==> config.mk <==
export PLATFORM = sky130hd
export DESIGN_NAME = ram_port_arbiter
export DESIGN_NICKNAME = d
export VERILOG_FILES = /design/src/rtl/ram_port_arbiter.sv
export SDC_FILE = /design/constraint.sdc
export NUM_CORES = 1
export LEC_CHECK = 0
export CAP_MARGIN = 25
export CELL_PAD_IN_SITES_DETAIL_PLACEMENT = 1
export CELL_PAD_IN_SITES_GLOBAL_PLACEMENT = 2
export CORE_MARGIN = 8
export CORE_UTILIZATION = 22
export DETAILED_ROUTE_END_ITERATION = 6
export GPL_ROUTABILITY_DRIVEN = 1
export PLACE_DENSITY_LB_ADDON = 0.12
export SETUP_SLACK_MARGIN = 0.2
export SLEW_MARGIN = 20
export SYNTH_ARGS = -nofsm -noshare
export SYNTH_HDL_FRONTEND = slang
export SYNTH_SLANG_ARGS = --single-unit
==> constraint.sdc <==
create_clock -name iClk -period 3.85 [get_ports iClk]
set_clock_uncertainty 0.2 [all_clocks]
set_input_delay 0.77 -clock iClk [delete_from_list [all_inputs] [get_ports iClk]]
set_output_delay 0.77 -clock iClk [all_outputs]
set_load 0.01 [all_outputs]
==> src/rtl/ram_port_arbiter.sv <==
// Round-robin arbiter sharing one RAM port between CPU (0), DMA (1) and video (2) masters.
// Command/grant registered on the accepting edge; beat acks and read data return one edge after iRamAck.
module ram_port_arbiter #(
  parameter int TIMEOUT_CYC = 255,
  parameter int BEATS_B1    = 4,
  parameter int BEATS_B2    = 8
) (
  input  logic        iClk,
  input  logic        iRst,
  input  logic [2:0]  iReq,
  input  logic [59:0] iAdr,
  input  logic [5:0]  iRW,
  input  logic [2:0]  iBW,
  input  logic [47:0] iWData,
  input  logic [5:0]  iBurst,
  input  logic        iRamAck,
  input  logic [31:0] iRamData,
  output logic [19:0] oRamAdr,
  output logic [1:0]  oRamRW,
  output logic        oRamBW,
  output logic [15:0] oRamData,
  output logic [1:0]  oRamBurst,
  output logic [2:0]  oGnt,
  output logic [2:0]  oAck,
  output logic [31:0] oData32,
  output logic [2:0]  oErr,
  output logic [1:0]  oOwner,
  output logic        oBusy
);

  typedef enum logic {IDLE, WAIT} state_t;

  localparam logic [16:0] TO_LIM = 17'(TIMEOUT_CYC);

  state_t      state, stateNext;
  logic [1:0]  last;
  logic [3:0]  beatCnt, expBeats;
  logic [15:0] wdog;
  logic [2:0]  elig;
  logic        winVld;
  logic [1:0]  winIdx;
  logic [1:0]  winRW, winBurst;
  logic [3:0]  winBeats;
  logic        grant, ackBeat, lastBeat, timeout;
  logic [2:0]  ownerMask;

  // Port visited at position off of the search that begins just after base.
  function automatic logic [1:0] rrIdx(input logic [1:0] base, input logic [1:0] off);
    logic [2:0] s;
    s = {1'b0, base} + {1'b0, off} + 3'd1;
    if (s >= 3'd3) s = s - 3'd3;
    if (s >= 3'd3) s = s - 3'd3;
    return s[1:0];
  endfunction

  for (genvar k = 0; k < 3; k++) begin : g_elig
    assign elig[k] = iReq[k] && (iRW[2*k +: 2] != 2'b00);
  end

  // Walk the search order backwards so the earliest eligible port overwrites the rest.
  always_comb begin
    winVld = 1'b0;
    winIdx = 2'd0;
    for (int i = 2; i >= 0; i--) begin
      if (elig[rrIdx(last, 2'(i))]) begin
        winVld = 1'b1;
        winIdx = rrIdx(last, 2'(i));
      end
    end
  end

  always_comb begin
    winRW = iRW[2*winIdx +: 2];
    if (winRW[0]) winRW = 2'b01;
    winBurst = iBurst[2*winIdx +: 2];
    if (winRW[0] || winBurst == 2'd3) winBurst = 2'd0;
    case (winBurst)
      2'd1:    winBeats = 4'(BEATS_B1);
      2'd2:    winBeats = 4'(BEATS_B2);
      default: winBeats = 4'd1;
    endcase
  end

  assign ownerMask = 3'b001 << oOwner;
  assign oBusy     = (state == WAIT);

  always_ff @(posedge iClk) begin
    if (iRst) state <= IDLE;
    else      state <= stateNext;
  end

  // An ack on the expiry cycle takes priority over the watchdog.
  always_comb begin
    stateNext = state;
    grant     = 1'b0;
    ackBeat   = 1'b0;
    lastBeat  = 1'b0;
    timeout   = 1'b0;
    case (state)
      IDLE: begin
        if (winVld) begin
          grant     = 1'b1;
          stateNext = WAIT;
        end
      end
      WAIT: begin
        if (iRamAck) begin
          ackBeat = 1'b1;
          if (beatCnt + 4'd1 == expBeats) begin
            lastBeat  = 1'b1;
            stateNext = IDLE;
          end
        end else if (TIMEOUT_CYC != 0 && ({1'b0, wdog} + 17'd1 >= TO_LIM)) begin
          timeout   = 1'b1;
          stateNext = IDLE;
        end
      end
      default: stateNext = IDLE;
    endcase
  end

  always_ff @(posedge iClk) begin
    if (iRst) begin
      oRamAdr   <= '0;
      oRamRW    <= '0;
      oRamBW    <= 1'b0;
      oRamData  <= '0;
      oRamBurst <= '0;
      oGnt      <= '0;
      oAck      <= '0;
      oData32   <= '0;
      oErr      <= '0;
      oOwner    <= 2'd3;
      last      <= 2'd2;
      beatCnt   <= '0;
      expBeats  <= '0;
      wdog      <= '0;
    end else begin
      oRamRW    <= '0;
      oRamBurst <= '0;
      oGnt      <= '0;
      oAck      <= '0;
      oErr      <= '0;
      if (grant) begin
        oRamAdr   <= iAdr[20*winIdx +: 20];
        oRamBW    <= iBW[winIdx];
        oRamData  <= iWData[16*winIdx +: 16];
        oRamRW    <= winRW;
        oRamBurst <= winBurst;
        oGnt      <= 3'b001 << winIdx;
        oOwner    <= winIdx;
        last      <= winIdx;
        expBeats  <= winBeats;
        beatCnt   <= '0;
        wdog      <= '0;
      end
      if (ackBeat) begin
        oData32 <= iRamData;
        oAck    <= ownerMask;
        beatCnt <= beatCnt + 4'd1;
        wdog    <= '0;
      end else if (state == WAIT && wdog != 16'hFFFF) begin
        wdog <= wdog + 16'd1;
      end
      if (timeout) oErr <= ownerMask;
      if (lastBeat || timeout) oOwner <= 2'd3;
    end
  end

endmodule

# Word-level counts from Yosys, hierarchy flattened
# Cells that the tools add are included.
# classes
n_addsub	16
n_mul	1
order_cmp	14
eq_ne	5
shifts	6
n_mux	47
bitwise	4
reduce_logical	17
# ops
op	n
variable part select 60 x 8 -> 20 bit	1
variable part select 48 x 7 -> 16 bit	1
2-to-1 mux 16 bit	2
>= comparator 3 x 2 -> 1 bit, second input constant	9
2-to-1 mux 1 bit	21
2-to-1 mux 2 bit	10
2-to-1 mux 3 bit	6
adder 16 x 1 -> 17 bit, second input constant	1
>= comparator 17 x 8 -> 1 bit, second input constant	1
adder 16 x 1 -> 16 bit, second input constant	1
inequality test 16 bit, second input constant	1
less-than comparator 2 x 3 -> 1 bit, second input constant	4
variable part select 6 x 4 -> 2 bit	2
subtractor 2 bit, second input constant	6
nonzero test 2 bit	5
OR reduction 2 bit	5
subtractor 3 x 2 -> 3 bit, second input constant	3
binary-select mux 1 bit (select 2 bit)	4
2-to-1 mux 4 bit	2
one-hot mux 4 bit (2 select lines)	1
adder 3 x 1 -> 3 bit, second input constant	2
<< shifter 1 x 2 -> 3 bit, first input constant	2
multiplier 3 x 2 -> 5 bit, first input constant	1
adder 4 x 1 -> 4 bit, second input constant	1
10 further kinds	18
# totals
ff_bits	111
input_bits	161
out_inout_bits	85
word_cells	126

# Longest topological paths before layout
# depth
word_depth	20
ltp_mapped	14
mapped_depth_nobuf	11

# Worst setup path before layout
# Ideal clock, no wire load.
# synth_timing
path_kind	input port to flip-flop
startpoint	input port iRW[4]
endpoint	register expBeats[0]
setup_time_ps	135
t_arrival_ps	2630
required_ps	3515
path_slack_ps	885
cell_stages	10
n_path_buf	1
cell_sequence	o21ai_2 a21boi_0 or3_1 clkbuf_1 a221o_1 a211oi_1 nand2_1 ha_1 nand3_1 a21oi_1
# synth_via
elab_chain_len	13
elab_cells_between_ends	25
classes_between	eq/ne (3); shift (2); mux (17); reduce/logical (3)
# synth_rtl
element	line_no	text
start, declared	12	input logic [5:0] iRW,
nonzero test 2 bit	57	assign elig[k] = iReq[k] && (iRW[2*k +: 2] != 2'b00);
logical AND 1 bit	57	
binary-select mux 1 bit (select 2 bit)	65	if (elig[rrIdx(last, 2'(i))]) begin
2-to-1 mux 1 bit (not written as such)	65	
2-to-1 mux 2 bit (3 in series)	65	
variable part select 6 x 4 -> 2 bit, on equally long branches	75, 73	
== test 2 bit or 2-to-1 mux 1 bit (tied branches)	76, 74	
logical OR 1 bit	76	if (winRW[0] || winBurst == 2'd3) winBurst = 2'd0;
2-to-1 mux 2 bit *	76	
== test 2 bit or == test 2 x 1 -> 1 bit (tied branches)	77	case (winBurst)
one-hot mux 4 bit (2 select lines) *	77	
net winBeats[0]	43	logic [3:0] winBeats;
end signal, assigned	153	expBeats <= winBeats;
end, declared	37	logic [3:0] beatCnt, expBeats;
# Mark *: on every way through the listed nets, which the timed path passes. The rest lies on a longest branch. The select of a mux whose other input is x is not followed.
# A chain may end at the register's enable or synchronous reset.

# Worst setup path in the final report
# layout_timing
startpoint	input port iRW[0]
endpoint	register expBeats[0]
# The elaborated chain is that of the path after synthesis.

==> impl_metrics.ini <==
[outcome]
outcome = finished clean

[layout]
multiInputGateArea_um2 = 2689
fraction_of_final_layout_cells_with_drive_strength_greater_than_1_pct = 5.861
area_delta_synth_final_pct = 61.28
seq_area_um2 = 2202
fillers = 2631
insertedDiodeCount = 0
postLayoutCoreUtil_pct = 36.11
final_nets = 999

[synth]
synth_async_sr_flop_share_pct = 0
synth_top_cell_area_share_pct = 43.44
synth_largest_area_cell = dfxtp_1
synth_top_cells_by_count = dfxtp_1 (110), nand2_1 (99), a22o_1 (70), nor2_1 (62), a31oi_1 (44)
synthSimpleGateAreaFrac_pct = 20.68
synth.most_common_cell = dfxtp_1
gate_count_of_the_mapped_netlist = 605
synth-compound-area-share_pct = 27.47
postSynthRegisterBits = 110
synth-edff-count = 0
ys_seq_area_share_pct = 43.44
synthXorXnorAreaFrac_pct = 1.900
synth.mux.area_fraction_pct = 0.5923
synth_area_um2 = 5070
dominantRegCellSynth = dfxtp_1
yosysWarnings = 0
netlist_top_cells_area = dfxtp_1 (43%), a22o_1 (12%), nand2_1 (7.3%)
synth.net_count = 773
synth_area_per_cell_um2 = 8.380
ys_types = 53
synth_top_family_by_area = compound AO/OA/AOI/OAI gates
synth_adder_area_share_pct = 1.728

[worst_setup_path]
slowest_delay_ps = 540
reg2reg_from = last[0]
rr_worst_depth = 11
setup.worst_path.class = input pin to flip-flop
maximum_fanout_along_the_worst_path = 4
start_kind = input pin
timing.critical_path.arrival_ps = 3500
critical_path_required_ps = 3940
critPathMostFrequentCell = a211oi_1
worst_r2r_endpoint = expBeats[0]
reg2reg_slack_ps = 700
timing.critical_path.cells = clkdlybuf4s50_1 > o21ai_0 > a211oi_1 > or3_2 > a221o_1 > a211oi_1 > nand2_1 > ha_1 > nand3_1 > a21oi_1
critPathSlowestCell = or3_2
crit_path_end_kind = flip-flop

[clocking]
cts_inserted_buffers = 9
cts.path.max_buffers = 2
cts_setup_buffers = 0
cts_sink_count = 110
clock_latency_ps = 360
cts.repair.resized = 0
tritoncts = built
clock_tree.htree_level_count = 3
cts_root_buffer = clkbuf_16
clk_transition_reported_paths_ps = 80
postCtsHoldBufs = 0

[power_and_ir_drop]
internal_power_contribution_w = 0.002335
p_leak_nw = 3.101
clkPwrFrac_pct = 28.3
power_share_of_the_combinational_group_pct = 32.9
power_density_nw_per_um2 = 430.9
irDropWorstVdd_mv = 0.1739
sw_pwr_w = 0.001188
share_seq_of_total_power_pct = 38.8
swShare_pct = 33.71

[drt]
drt-initial-drc-count = 184
final_wirelength_um = 21380
number_of_iterations_in_the_first_detailed_routing_pass = 4
routed-via-count = 5438
drt-vias-per-instance = 4.851
drt_drc_violations_left = 0
route.detailed.wl_per_inst_um = 19.07
antenna_left = 0

[hold_path]
hold_path_startpoint = oRamData[10]
holdPathStages = 1
worst_hold_path.endpoint = oRamData[10]
min_path_type = flip-flop to flip-flop

[global_route]
global_route.overflow_total = 0
global_route.usage.total_pct = 14.77
pin_count_of_the_biggest_net_entering_global_routing = 59
grt_pass1_wl_um = 33160
antenna_found_initial = 1
grt_pass1_vias = 5942

[timing]
final-setup-viol-count = 0
tightest_slew_ps = 625.1
fin_crit_sh_pct = 88.40
timing.fmax_mhz = 293.8
grt_setup_unrepaired = false
whs_ps = 280.7
timing.slew.headroom_pct = 57.89
final-hold-violation-count = 0
finalCriticalPeriod_ps = 3404
fin_tns_setup_ps = 0
final_max_slew_viol_count = 0

[floorplanning]
floorplan.rows = 55
initial_utilization_pct = 22.39
ioPinCount = 246
floorplan.core_area_um2 = 22640
dieArea_um2 = 28160
die_h_um = 167.8
die_w_um = 167.8

[placement]
portBuffers = 245
hpwl_um = 16680
finalWeightedCongestion = 0.7788

[job]
maxCapViolations = 0
per-layer routing:
layer | vias up | share of wire [%] | GRT usage [%]
met1 | 2604 | 42 | 16.59
met3 | 13 | 9.6 | 6.314
li1 | 2649 | - | -
met5 | - | 0.047 | 0
met2 | 170 | 47 | 25.25
met4 | 2 | 0.98 | 3.921
worst max-delay path by stage:
stage          startpoint          end  slack (ps)
2_1_floorplan      iRW[4]  expBeats[0]         880
3_3_place_gp       iRW[0]  expBeats[0]         240
3_5_place_dp       iRW[0]  expBeats[0]          90
4_1_cts            iRW[0]  expBeats[0]         470
5_1_grt            iRW[0]  expBeats[0]         260
6_report           iRW[0]  expBeats[0]         450
power by group through the flow:
stage	clock network, W	logic, W	registers (W)
global route	0.00108	0.00127	0.00139
global placement	0	0.00117	0.00139
floorplan	0	0.000497	0.00143
CTS	0.00104	0.00119	0.00137
detailed placement	0	0.00118	0.00139
finish	0.000997	0.00116	0.00137
cells by family (layout without fill, tap and decap cells):
kind of cell,Yosys count,count (layout)
flip-flops,110,110
AND/OR/NAND/NOR,228,228
buffers and inverters,54,285
AO/OA/AOI/OAI,192,192
multiplexers,3,3
XOR/XNOR,11,11
adder cells (fa/ha/maj),7,7
through the flow:
| stage | setup slack, ps | std cells | area (um2) | total power (W) |
|---|---|---|---|---|
| 4_1_cts | 469.0 | 1121 | 8177 | 0.003600 |
| 5_1_grt | 260.5 | 1121 | 8177 | 0.003739 |
| 3_3_place_gp | 241.6 | 1105 | 7858 | 0.002557 |
| 6_report | 446.4 | 1121 | 8177 | 0.003523 |
| 3_5_place_dp | 92.23 | 1105 | 7858 | 0.002573 |
| 2_1_floorplan | 884.7 | 605 | 5070 | 0.001925 |
critical path, delay by kind of cell:
family                     cells  cell delay [ps]
and+or+nand+nor                3              710
adders and majority gates      1              280
AOI/OAI and AO/OA              5             1260
buffers and inverters          1              470
registers in the layout (all words and copies together) (netlist names):
name / count
beatCnt: 4
expBeats: 3
last: 2
oAck: 3
oBusy: 1
oData32: 32
oErr: 3
oGnt: 3
oOwner: 2
oRamAdr: 20
oRamBW: 1
oRamBurst: 2
oRamData: 16
oRamRW: 2
wdog: 16
cells in the final DEF (no fill, tap or decap), types with 3 or more instances in the layout:
master           count
nor3_1              11
o21ai_0             23
xor2_1               3
clkinv_8             3
buf_4               18
nand2b_1             7
inv_1                6
a311oi_1             3
and4_1               3
and3_1               4
nor3_2               3
clkbuf_16            9
and2_1               5
ha_1                 7
a22o_1              70
xnor2_1              8
or3_1                3
nor2_1              61
o211ai_1             5
nand2_1             99
nand4_1              5
nand3_1             12
mux2i_1              3
clkdlybuf4s50_1    245
o21a_1               4
a31oi_1             44
a21oi_1             20
dfxtp_1            110
o211a_1              4
final cells by class:
| cell class | count | share of cell area, % |
|---|---|---|
| tap | 285 | 4.361 |
| clock inverter | 7 | 1.148 |
| timing repair buffer | 263 | 31.64 |
| sequential | 110 | 26.93 |
| inverter | 6 | 0.2754 |
| clock buffer | 9 | 2.754 |
| multi-input combinational | 441 | 32.88 |
Note: power is estimated with default switching activity, not from simulation.
==> edit 1: new RTL, same settings <==
Put one more register stage on the output `oErr`. The value now appears one clock later. The other outputs are not delayed to match.
--- a/src/rtl/ram_port_arbiter.sv
+++ b/src/rtl/ram_port_arbiter.sv
@@ -31,6 +31,8 @@
   typedef enum logic {IDLE, WAIT} state_t;
 
   localparam logic [16:0] TO_LIM = 17'(TIMEOUT_CYC);
+
+  logic [2:0] oErr_s0;
 
   state_t      state, stateNext;
   logic [1:0]  last;
@@ -129,7 +131,7 @@
       oGnt      <= '0;
       oAck      <= '0;
       oData32   <= '0;
-      oErr      <= '0;
+      oErr_s0   <= '0;
       oOwner    <= 2'd3;
       last      <= 2'd2;
       beatCnt   <= '0;
@@ -140,7 +142,7 @@
       oRamBurst <= '0;
       oGnt      <= '0;
       oAck      <= '0;
-      oErr      <= '0;
+      oErr_s0   <= '0;
       if (grant) begin
         oRamAdr   <= iAdr[20*winIdx +: 20];
         oRamBW    <= iBW[winIdx];
@@ -162,10 +164,14 @@
       end else if (state == WAIT && wdog != 16'hFFFF) begin
         wdog <= wdog + 16'd1;
       end
-      if (timeout) oErr <= ownerMask;
+      if (timeout) oErr_s0 <= ownerMask;
       if (lastBeat || timeout) oOwner <= 2'd3;
     end
   end
 
+  always_ff @(posedge iClk) begin
+    oErr <= oErr_s0;
+  end
+
 endmodule
 
Behaviour: no difference found for any inputs over 4 cycles, from zero or initial values and one cycle with iRst high; that may be too few to reach the edited logic, so the function may still have changed.
==> edit 1 against the unedited design <==
Worst setup slack gained 55 ps. Sequential share of layout area fell by 0.62 points. Worst hold slack got worse by 160 ps. Critical endpoint unchanged. Final area is 5.2% higher. Sequential cell count grew 3. Area after synthesis rose by 2.8%. Power grew 19%. Clock power grew 60%. Global-route usage decreased by 0.16 points. Wire length rose by 0.58%. Maximum frequency is 1.7% higher. First-iteration DRC count up 2.2%.
==> edit 1: results (changes against the unedited design) <==
Synthesis
  – Sequential fraction of the synthesis area: 43.4% (about the same)
  – Syn avg cell area: 9.22 um^2 (was 8.38 um^2)
  – Synth Net Count: 733 (was 773)
  – Commonest cells post-synth: 113 x sky130_fd_sc_hd__dfxtp_1, 72 x sky130_fd_sc_hd__nor2_1, 69 x sky130_fd_sc_hd__a22o_1 (was 110 x sky130_fd_sc_hd__dfxtp_1, 99 x sky130_fd_sc_hd__nand2_1, 70 x sky130_fd_sc_hd__a22o_1)

Status
  – Result of the run: completed (unchanged)

CTS
  – Number of clock buffers inserted by TritonCTS: 17 (was 9)
  – Total number of H-tree levels: 4 (was 3)
  – Worst-path clk slew: 60 ps (was 80 ps)
  – Clock latency on the worst-skew pair: 410 ps (was 360 ps)

Power
  – Sw Pwr: 1.29 mW (was 1.19 mW)
  – Leakage component of the power: 3.40 nW (was 3.10 nW)
  – Share of total power in sequential cells: 33.4% (was 38.8%)

Detailed routing
  – Count of routing violations after the opening detailed-route iteration: 188 (was 184)
  – Via-to-Cell Ratio: 4.68 (was 4.85)
  – Average wire length per cell after detail routing: 19.0 um (was 19.1 um)

Placement
  – HPWL after detailed placement: 16.7 mm (about the same)
  – Dpl ws: 103 ps (was 92.2 ps)

Global route
  – First-pass GRT wire length: 32.9 mm (was 33.2 mm)
  – Number of antenna violations at the first check in global routing: 0 (was 1)
  – Overall routing resource usage: 14.6% (was 14.8%)

Setup path
  – Endpoint arrival time on the critical path: 3440 ps (was 3500 ps)
  – Stage delay of the slowest cell on the critical path: 610 ps (was 540 ps)
  – Register-to-register setup slack: 670 ps (was 700 ps)

Cells and area
  – Final layout net count: 966 (was 999)
  – Filler-free cell count of the finished design: 1130 (was 1121)
  – Share of final-layout standard cells stronger than drive strength 1: 7.89% (was 5.86%)

STA
  – Fin worst setup slack: 502 ps (was 446 ps)
  – Max-slew headroom: 51.7% (was 57.9%)

Hold path
  – Cell depth of the worst min-delay path: 0 (was 1)
[edit 1: cell types whose count changed after synthesis, moves of 6 or more]
cell | before | now
sky130_fd_sc_hd__nand2_1 | 99 | 24
sky130_fd_sc_hd__mux2i_1 | 3 | 42
sky130_fd_sc_hd__a31oi_1 | 44 | 13
sky130_fd_sc_hd__a21oi_1 | 21 | 47
sky130_fd_sc_hd__clkbuf_1 | 39 | 22
sky130_fd_sc_hd__nor2_1 | 62 | 72
sky130_fd_sc_hd__buf_2 | 6 | 15
sky130_fd_sc_hd__o21ai_0 | 23 | 17
[edit 1: routing by layer]
metal	vias to the layer above	track usage (%)	part of all wire (%)
met5	-	0	0
met4	0	3.78	0.84
met3	12	3.41	5.4
met2	136	25.7	50
met1	2569	17.6	44
li1	2573	-	-
[edit 1: cell type report]
type	count	area [um^2]	share of cell area [%]
flip-flops and latches	113	2260	26.3
inverters	8	30.0	0.349
well taps	319	399	4.64
clock buffers	17	425	4.95
repair buffers	257	2570	29.9
multi-input cells	401	2740	31.8
clock inverters	15	170	1.98
[edit 1: kinds of logic (layout without fill, tap and decap cells)]
kind of cell    count (synthesis)  after routing  share of synthesized area (%)
compound gates                186            186                           26.4
flops                         113            113                           43.4
xor+xnor                        9              9                           1.51
mux                            44             44                           8.55
fa+ha+maj                       7              7                           1.68
buf+inv                        51            297                           4.56
simple gates                  155            155                           13.9
[edit 1: final timing paths]
kind | start | end
hold / removal | oErr_s0[0] | oErr[0]
setup reg to reg | last[0] | expBeats[0]
setup / recovery | iRW[0] | expBeats[0]
hold reg to reg | oErr_s0[0] | oErr[0]
[edit 1: worst max-delay path: cells and delay by family]
family                   cells  cell delay, ps
AO/OA/AOI/OAI                4            1030
AND/OR/NAND/NOR              3             760
multiplexers                 1             120
adder cells (fa/ha/maj)      1             300
buffers and inverters        1             460
==> edit 2: new RTL, same flow settings <==
Without the edit above. Set the parameter `BEATS_B2` to 7 (it was 8).
--- a/src/rtl/ram_port_arbiter.sv
+++ b/src/rtl/ram_port_arbiter.sv
@@ -3,7 +3,7 @@
 module ram_port_arbiter #(
   parameter int TIMEOUT_CYC = 255,
   parameter int BEATS_B1    = 4,
-  parameter int BEATS_B2    = 8
+  parameter int BEATS_B2    = 7
 ) (
   input  logic        iClk,
   input  logic        iRst,
Behaviour: same outputs for any inputs over 4 cycles, from zero or initial values and one cycle with iRst high; that may be too few to reach the edited logic, so the function may still have changed.
==> edit 2 against the unedited design <==
Power increased by 1.7%. Largest cell class unchanged. Worst setup slack worse by 120 ps. First-iteration DRC count is 15% higher. Area after synthesis increased by 2.1%. Die area increased by 1.9%. Wire length up 4.6%. Final area rose by 1.9%. Critical endpoint is now expBeats[2]. Clock power is 1% lower. Sequential cell count unchanged.
==> edit 2: results (changes against the unedited design) <==
Placement
  – Cell area after placement: 8000 um^2 (was 7860 um^2)
  – Cell count after placement: 1208 (was 1105)
  – HPWL after detailed placement: 17.2 mm (was 16.7 mm)
  – Dpl ws: -168 ps (was 92.2 ps)
  – Placer's final routability congestion estimate: 0.772 (was 0.779)

Power
  – Max IR drop VDD: 0.000226 V (was 0.000174 V)

Synthesis
  – Sequential fraction of the synthesis area: 42.6% (was 43.4%)
  – Number of standard cells after synthesis: 672 (was 605)
  – Commonest cells post-synth: 166 x sky130_fd_sc_hd__nand2_1, 110 x sky130_fd_sc_hd__dfxtp_1, 76 x sky130_fd_sc_hd__nor2_1 (was 110 x sky130_fd_sc_hd__dfxtp_1, 99 x sky130_fd_sc_hd__nand2_1, 70 x sky130_fd_sc_hd__a22o_1)
  – Compound-gate portion of the synthesized area: 24.0% (was 27.5%)
  – Multiplexer share of the synthesized area: 0.798% (was 0.592%)
  – Adder-cell share of the synthesized area: 1.69% (was 1.73%)

Global route
  – Number of antenna violations at the first check in global routing: 4 (was 1)
  – Grt met3 use: 5.86% (was 6.31%)
  – First-pass GRT wire length: 34.5 mm (was 33.2 mm)
  – Met2 global-route usage: 28.1% (was 25.2%)
  – Pin count of the biggest net entering global routing: 56 (was 59)
  – Overall routing resource usage: 15.4% (was 14.8%)
  – Vias in the first global route: 6246 (was 5942)

Cells and area
  – Final layout net count: 1068 (was 999)
  – Non-clock inverter instance count of the final layout: 5 (was 6)
  – Multi-input gate area: 2770 um^2 (was 2690 um^2)
  – Non-clock buffering overhead in the final layout: 31.4% (was 31.6%)
  – Count of filler cells inserted in the layout: 2803 (was 2631)
  – Multi-Input Combinational: 508 (was 441)
  – Repair and plain buffers: 266 (was 263)
  – Final instance area: 8330 um^2 (was 8180 um^2)
  – Clock-cell share of area: 3.74% (was 3.90%)

Detailed routing
  – Average wire length per cell after detail routing: 18.2 um (was 19.1 um)
  – Via-to-Cell Ratio: 4.69 (was 4.85)
  – Met3 wirelength from detailed routing: 1.52 mm (was 2.05 mm)
  – Met1 WL: 8.57 mm (was 9.06 mm)
  – Count of routing violations after the opening detailed-route iteration: 211 (was 184)
  – Vias: 5761 (was 5438)
  – Routed length on met2: 11.6 mm (was 10.1 mm)

Setup path
  – Stage delay of the slowest cell on the critical path: 460 ps (was 540 ps)
  – Worst Reg2Reg Path Length in Cells: 10 (was 11)
  – Endpoint arrival time on the critical path: 3600 ps (was 3500 ps)
  – Critical path launch point: iRW[1] (was iRW[0])
  – Slowest CP cell: sky130_fd_sc_hd__clkdlybuf4s50_1 (was sky130_fd_sc_hd__or3_2)

CTS
  – Post-cts sizing count: 1 (was 0)

Status
  – Result of the run: completed (unchanged)

STA
  – Max-slew headroom: 33.6% (was 57.9%)

Hold path
  – Endpoint of the worst hold path: oData32[21] (was oRamData[10])
  – Launch point of the worst hold path: oData32[21] (was oRamData[10])

Floorplan
  – Total number of tap cells: 319 (was 285)
edit 2: cell count changes after synthesis, moves of 5 or more:
cell | before | now
sky130_fd_sc_hd__clkbuf_1 | 39 | 28
sky130_fd_sc_hd__o21ai_0 | 23 | 17
sky130_fd_sc_hd__a21oi_1 | 21 | 47
sky130_fd_sc_hd__nand2b_1 | 7 | 1
sky130_fd_sc_hd__buf_2 | 6 | 15
sky130_fd_sc_hd__nor3_1 | 12 | 17
sky130_fd_sc_hd__nand2_1 | 99 | 166
sky130_fd_sc_hd__a22o_1 | 70 | 37
sky130_fd_sc_hd__a31oi_1 | 44 | 49
sky130_fd_sc_hd__nor2_1 | 62 | 76
edit 2: where the power goes:
part / total, mW / internal, mW / switching [mW]
combinational: 1.24 / 0.608 / 0.630
sequential: 1.36 / 1.27 / 0.0881
clock: 0.984 / 0.469 / 0.515
total: 3.58 / 2.35 / 1.23
